--- config.mk ---
export PLATFORM = sky130hd
export DESIGN_NAME = fixed_mul_pipe
export DESIGN_NICKNAME = d
export VERILOG_FILES = /design/src/rtl/fixed_mul_pipe_pkg.sv /design/src/rtl/fixed_round_sat.sv /design/src/rtl/fixed_mul_pipe.sv
export SDC_FILE = /design/constraint.sdc
export NUM_CORES = 2
export LEC_CHECK = 0
export CORE_MARGIN = 3
export CORE_UTILIZATION = 30
export CTS_CLUSTER_SIZE = 12
export DETAILED_ROUTE_END_ITERATION = 8
export GPL_TIMING_DRIVEN = 0
export PLACE_DENSITY = 0.54
export SYNTH_ARGS = -nofsm -noshare
export SYNTH_HDL_FRONTEND = slang
export SYNTH_SLANG_ARGS = --single-unit
--- constraint.sdc ---
create_clock -name clock -period 8.1 [get_ports clock]
set_clock_uncertainty 0.15 [all_clocks]
set_input_delay 1.215 -clock clock [delete_from_list [all_inputs] [get_ports clock]]
set_output_delay 1.215 -clock clock [all_outputs]
set_load 0.01 [all_outputs]
--- src/rtl/fixed_mul_pipe_pkg.sv ---
// rtl/fixed_mul_pipe_pkg.sv - shared types and Q-format helpers for the fixed-point datapath
package fixed_mul_pipe_pkg;

  typedef enum logic {
    RND_TRUNC   = 1'b0,
    RND_HALF_UP = 1'b1
  } round_mode_e;

  // value is sized for the widest supported result; callers keep the low width bits
  typedef struct packed {
    logic        ovf;
    logic [31:0] value;
  } sat_result_t;

  function automatic logic signed [63:0] q_max(input int unsigned w);
    return (64'sd1 <<< (w - 1)) - 64'sd1;
  endfunction

  function automatic logic signed [63:0] q_min(input int unsigned w);
    return -(64'sd1 <<< (w - 1));
  endfunction

  // Narrow a shifted product to w bits: clamp or wrap, overflow flagged either way
  function automatic sat_result_t sat_narrow(input logic signed [63:0] r,
                                             input int unsigned       w,
                                             input logic              saturate);
    sat_result_t      res;
    logic signed [63:0] hi;
    logic signed [63:0] lo;
    hi        = q_max(w);
    lo        = q_min(w);
    res.ovf   = (r > hi) || (r < lo);
    res.value = r[31:0];
    if (saturate && (r > hi)) begin
      res.value = hi[31:0];
    end else if (saturate && (r < lo)) begin
      res.value = lo[31:0];
    end
    return res;
  endfunction

  // Original Q10 multiply for combinational users: truncating, wrapping
  function automatic logic signed [31:0] mul_frac10_32b(input logic signed [31:0] a,
                                                        input logic signed [31:0] b);
    logic signed [63:0] p;
    p = a * b;
    p = p >>> 10;
    return p[31:0];
  endfunction

endpackage

--- src/rtl/fixed_round_sat.sv ---
// rtl/fixed_round_sat.sv - combinational rounding, arithmetic shift, saturation and overflow
// prod : full-width signed product in
// data : DATA_WIDTH Q result out
// ovf  : shifted product outside the signed DATA_WIDTH range
module fixed_round_sat
  import fixed_mul_pipe_pkg::*;
#(
  parameter int DATA_WIDTH = 32,
  parameter int FRAC_BITS  = 10,
  parameter int ROUND_MODE = 0,
  parameter int SATURATE   = 1
) (
  input  logic signed [2*DATA_WIDTH-1:0] prod,
  output logic        [DATA_WIDTH-1:0]   data,
  output logic                           ovf
);

  localparam int PW = 2 * DATA_WIDTH;

  // Half an LSB added before the floor shift gives round-half-toward-+inf.
  // The largest product magnitude is 2^(PW-2), so the bias cannot overflow PW bits.
  localparam logic signed [PW-1:0] RND_ADD =
    (ROUND_MODE == int'(RND_HALF_UP)) ? (PW'(1) <<< (FRAC_BITS - 1)) : '0;

  logic signed [PW-1:0] biased;
  logic signed [PW-1:0] shifted;
  logic signed [63:0]   wide;
  sat_result_t          sat;

  always_comb begin
    biased  = prod + RND_ADD;
    shifted = biased >>> FRAC_BITS;
    wide    = 64'(shifted);
    sat     = sat_narrow(wide, DATA_WIDTH, SATURATE != 0);
    data    = sat.value[DATA_WIDTH-1:0];
    ovf     = sat.ovf;
  end

endmodule

--- src/rtl/fixed_mul_pipe.sv ---
// rtl/fixed_mul_pipe.sv - pipelined signed fixed-point multiplier with valid/ready and tag sideband
// clock, reset            : single domain, synchronous active-high reset
// in_valid/in_ready       : operand handshake, in_a/in_b signed Q operands, in_tag sideband
// out_valid/out_ready     : result handshake, out_data Q result, out_ovf range flag, out_tag
module fixed_mul_pipe
  import fixed_mul_pipe_pkg::*;
#(
  parameter int DATA_WIDTH  = 32,
  parameter int FRAC_BITS   = 10,
  parameter int PIPE_STAGES = 3,
  parameter int ROUND_MODE  = 0,
  parameter int SATURATE    = 1,
  parameter int TAG_WIDTH   = 2
) (
  input  logic                         clock,
  input  logic                         reset,
  input  logic                         in_valid,
  output logic                         in_ready,
  input  logic signed [DATA_WIDTH-1:0] in_a,
  input  logic signed [DATA_WIDTH-1:0] in_b,
  input  logic        [TAG_WIDTH-1:0]  in_tag,
  output logic                         out_valid,
  input  logic                         out_ready,
  output logic        [DATA_WIDTH-1:0] out_data,
  output logic                         out_ovf,
  output logic        [TAG_WIDTH-1:0]  out_tag
);

  localparam int N    = PIPE_STAGES;
  localparam int NMID = (N > 2) ? N - 2 : 1;  // product-carrying stages 2..N-1
  localparam int PW   = 2 * DATA_WIDTH;

  logic [N:1]                  valid_q, valid_d, load;
  logic [TAG_WIDTH-1:0]        tag_q  [1:N];
  logic [TAG_WIDTH-1:0]        tag_d  [1:N];
  logic signed [DATA_WIDTH-1:0] a_q, a_d, b_q, b_d;
  logic signed [PW-1:0]        prod_q [NMID];
  logic signed [PW-1:0]        prod_d [NMID];
  logic [DATA_WIDTH-1:0]       res_q, res_d;
  logic                        ovf_q, ovf_d;

  logic signed [PW-1:0]        mul_full;
  logic signed [PW-1:0]        rs_prod;
  logic [DATA_WIDTH-1:0]       rs_data;
  logic                        rs_ovf;

  assign mul_full = a_q * b_q;
  // With two stages the multiply feeds rounding directly in front of the output register
  assign rs_prod  = (N == 2) ? mul_full : prod_q[NMID-1];

  fixed_round_sat #(
    .DATA_WIDTH(DATA_WIDTH),
    .FRAC_BITS (FRAC_BITS),
    .ROUND_MODE(ROUND_MODE),
    .SATURATE  (SATURATE)
  ) u_round_sat (
    .prod(rs_prod),
    .data(rs_data),
    .ovf (rs_ovf)
  );

  // Ready ripples back from the output: a stage loads when empty or when it is moving on.
  always_comb begin
    logic ready_chain;
    ready_chain = out_ready;
    load        = '0;
    for (int k = N; k >= 1; k--) begin
      ready_chain = !valid_q[k] || ready_chain;
      load[k]     = ready_chain;
    end
  end

  always_comb begin
    valid_d = valid_q;
    tag_d   = tag_q;
    a_d     = a_q;
    b_d     = b_q;
    prod_d  = prod_q;
    res_d   = res_q;
    ovf_d   = ovf_q;

    if (load[1]) begin
      valid_d[1] = in_valid;
      if (in_valid) begin
        a_d      = in_a;
        b_d      = in_b;
        tag_d[1] = in_tag;
      end
    end

    for (int k = 2; k <= N; k++) begin
      if (load[k]) begin
        valid_d[k] = valid_q[k-1];
        if (valid_q[k-1]) begin
          tag_d[k] = tag_q[k-1];
        end
      end
    end

    if ((N > 2) && load[2] && valid_q[1]) begin
      prod_d[0] = mul_full;
    end
    for (int m = 1; m < NMID; m++) begin
      if (load[m+2] && valid_q[m+1]) begin
        prod_d[m] = prod_q[m-1];
      end
    end

    if (load[N] && valid_q[N-1]) begin
      res_d = rs_data;
      ovf_d = rs_ovf;
    end
  end

  always_ff @(posedge clock) begin
    if (reset) begin
      valid_q <= '0;
      tag_q   <= '{default: '0};
      a_q     <= '0;
      b_q     <= '0;
      prod_q  <= '{default: '0};
      res_q   <= '0;
      ovf_q   <= 1'b0;
    end else begin
      valid_q <= valid_d;
      tag_q   <= tag_d;
      a_q     <= a_d;
      b_q     <= b_d;
      prod_q  <= prod_d;
      res_q   <= res_d;
      ovf_q   <= ovf_d;
    end
  end

  // Gating with reset keeps a flushed result from looking transferable during the reset cycle
  assign in_ready  = !reset && load[1];
  assign out_valid = !reset && valid_q[N];
  assign out_data  = res_q;
  assign out_ovf   = ovf_q;
  assign out_tag   = tag_q[N];

endmodule

==> metrics.cfg <==
[critical_path]
worst-endpoint-required_ps = 8380
critPathLaunch = a_q[31]$_SDFFE_PP0P_
worstSetupEndpointType = flop
timing.reg2reg.setup_slack_ps = -5
arrival_worst_endpoint_ps = 8390
critical_path.startpoint_type = flop
critical_path_peak_fanout = 8
rr_startpoint = a_q[31]$_SDFFE_PP0P_
criticalPathCategory = reg -> reg

[floorplanning]
top_level_ports = 107
fp.dieW_um = 380
die_h_um = 380
initial_utilization_pct = 30.4
die_area_um2 = 145000
std_cell_rows = 136
core_region_area_um2 = 138000

[routing]
detail_route.drc_violations = 0
detail_route.wirelength_mm = 163
routed_antenna_nets = 0
viasPerCell = 4.94
routed_length_per_placed_instance_um = 24.3
vias = 33100
detail_route.first_pass.iterations = 5
detail_route.iter0.violations = 2491

[synthesis]
synth-seq-area-share_pct = 7.62
synth-async-reset-ratio_pct = 0
postSynthAreaPerCell_um2 = 9.03
number_of_warning_messages_in_the_yosys_log = 0
ys_seq_elements = 160
synthesis.area_um2 = 42000
synthDominantCellAreaShare_pct = 51.5
synthesis.instances = 4656
post_syn_nets = 5987
synth_edf_count = 0
dominantRegCellSynth = dfxtp_1
yosys.area.top_type = fa_1
post_synth_main_area_contributors = fa_1, inv_1, dfxtp_1, nand2_1, and2_1
synth.distinct_cells = 66

[pwr]
switching_power_mw = 3.60
power.combinational.fraction_pct = 72.8
max-vdd-ir-drop_mv = 0.213
seq_power_share_pct = 14.7
internal_power_mw = 3.28
p_leak_nw = 22.3
power-per-cell-area_nw_per_um2 = 143
power.switching_fraction_pct = 52.4
pwr-share-clk_pct = 12.5

[min_path]
holdCritStartpoint = prod_q[21]$_SDFFE_PP0P_
worst_hold_path_type = reg -> reg

[sta]
timing.hold.ws_ps = 302
maxSlewViolCount = 0
finalSetupViolCount = 1
worst_slew_pin_slew_ps = 1390
fin_crit_sh_pct = 100
rsz0062_at_grt = true
max_clock_freq_ghz = 0.123
worst_relative_slew_slack_pct = 7.08
timing.final.hold_violations = 0
min_period_ps = 8110
totalNegativeSetupSlack_ps = -5.46
postLayoutSetupSlackWorst_ps = -5.46

[job]
max_cap_violations = 0

[global_route]
largest_net_degree_at_the_start_of_global_routing = 22
grt_first_pass_wirelength_mm = 241
vias_in_the_first_global_route = 35800
overflow = 0
all_layer_gr_usage_pct = 23.0
number_of_antenna_violations_at_the_first_check_in_global_routing = 7

[cts]
cts_hold_buf = 0
cts.reportedPaths.clkPinSlew_ps = 70
cts-htree-levels = 4
cts.sinks = 160
cts_made_buffers = 17
clock_tree_from_tritoncts = done
worst_skew_pair.late_latency_ps = 550
clk_root_buffer_cell = clkbuf_16
cts_max_path_buffers = 2

[finish]
multi_input_gate_area_um2 = 34500
mostFrequentLayoutCells = fa_1, inv_1, nand2_1
postLayoutCellArea_um2 = 48100
final-seq-area_um2 = 3350
final_layout_size_suffix_gt1_share_pct = 9.60
n_fill_cell = 14500
flow.area_growth_from_synthesis_pct = 14.5
fin_nets = 6153
layout_commonest_cell = fa_1

[status]
violations_in_the_final_reports = negative setup slack
status = complete, but fails checks

[placed_design]
detailed_place.area_um2 = 45400
sum_of_net_half_perimeters_after_detailed_placement_mm = 139
finalWeightedCongestion = 0.980
portbufs = 105

## power by group through the flow
stage,registers [mW],logic [mW],clock network (mW)
floorplan,0.971,2.95,0
global placement,1.03,4.50,0
detailed placement,1.03,4.50,0
CTS,1.01,4.80,0.891
global route,1.03,5.51,0.910
finish,1.01,5.01,0.861
## worst paths after layout
kind,to,cells after the start
setup / recovery,prod_q[63]$_SDFFE_PP0P_,25
hold / removal,prod_q[21]$_SDFFE_PP0P_,2
setup reg to reg,prod_q[63]$_SDFFE_PP0P_,25
hold reg to reg,prod_q[21]$_SDFFE_PP0P_,2
## state kept, by name (all words and copies together) (netlist names)
signal    flops
b_q          32
valid_q       3
out_ovf       1
out_tag       2
prod_q       54
a_q          32
tag_q         4
out_data     32
## stage by stage
stage / setup WS [ps] / util (%) / std cells / total power [mW]
floorplan: 13.3 / - / 4656 / 3.92
global placement: -1790 / 32.8 / 6624 / 5.53
detailed placement: -1790 / 32.8 / 6625 / 5.52
CTS: -62.7 / 34.4 / 6680 / 6.70
global route: -215 / 34.8 / 6698 / 7.45
finish: -5.46 / 34.8 / 6707 / 6.88
## layer usage
metal	track usage, %	wire, µm	share of wire, %	vias up
met3	4.64	13900	8.6	346
met1	29.8	65300	40	17400
met4	11.7	9930	6.1	0
li1	-	-	-	14000
met5	0	0	0	-
met2	36.4	73600	45	1399
## synth_stat cells (all sizes together), types with 10 or more instances
master and instances:
o31ai 11, a21o 21, nor2b 13, buf 25
dfxtp 160, o21ai 62, o21bai 10, nand3 20
nand4 31, fa 1081, nor3 12, a21oi 170
inv 1000, nor2 116, nand2 809, and2 478
ha 180, a211oi 42, xor2 24, clkbuf 250
nand2b 13, xnor2 36
## worst max-delay path: stages (launching register included)
cell       delay [ps]
dfxtp_4           380
clkbuf_16         160
and2_4            150
fa_1              600
inv_2              60
fa_1              540
inv_4              50
buf_4             130
buf_4             150
fa_1              460
fa_1              540
fa_1              450
fa_1              500
fa_1              710
fa_1              480
ha_1              280
buf_2             190
and3_4            240
nand4_1           140
or3_4             420
nor3_4            190
o31ai_4           150
o211a_4           180
o311a_1           330
o21a_1            200
o32ai_2           180
## logic make-up after synthesis
| logic type | Yosys count | share of synthesized area (%) |
|---|---|---|
| and+or+nand+nor | 1525 | 17.2 |
| buffers and inverters | 1275 | 11.5 |
| adders and majority gates | 1261 | 56.8 |
| AOI/OAI and AO/OA | 371 | 5.58 |
| DFF | 160 | 7.62 |
| xor gates and xnor gates | 60 | 1.25 |
| muxes | 4 | 0.0982 |
## final cells by class
| cell class | instances | share of cell area [%] |
|---|---|---|
| Antenna cell | 9 | 0.0468 |
| Multi-Input combinational cell | 3221 | 71.7 |
| Clock buffer | 19 | 0.920 |
| Timing Repair Buffer | 157 | 3.19 |
| Buffer | 265 | 4.28 |
| Clock inverter | 13 | 0.263 |
| Sequential cell | 160 | 6.96 |
| Tap cell | 1863 | 4.84 |
| Inverter | 1000 | 7.84 |
## repair_timing
| item | in CTS | in global routing |
|---|---|---|
| pin swaps | 30 | 37 |
| resized for setup | 507 | 166 |
| endpoints found under the setup margin | 38 | 26 |
| setup buffers | 30 | 20 |
| cloned | 1 | 0 |
Power figures use the tool's default switching activity.
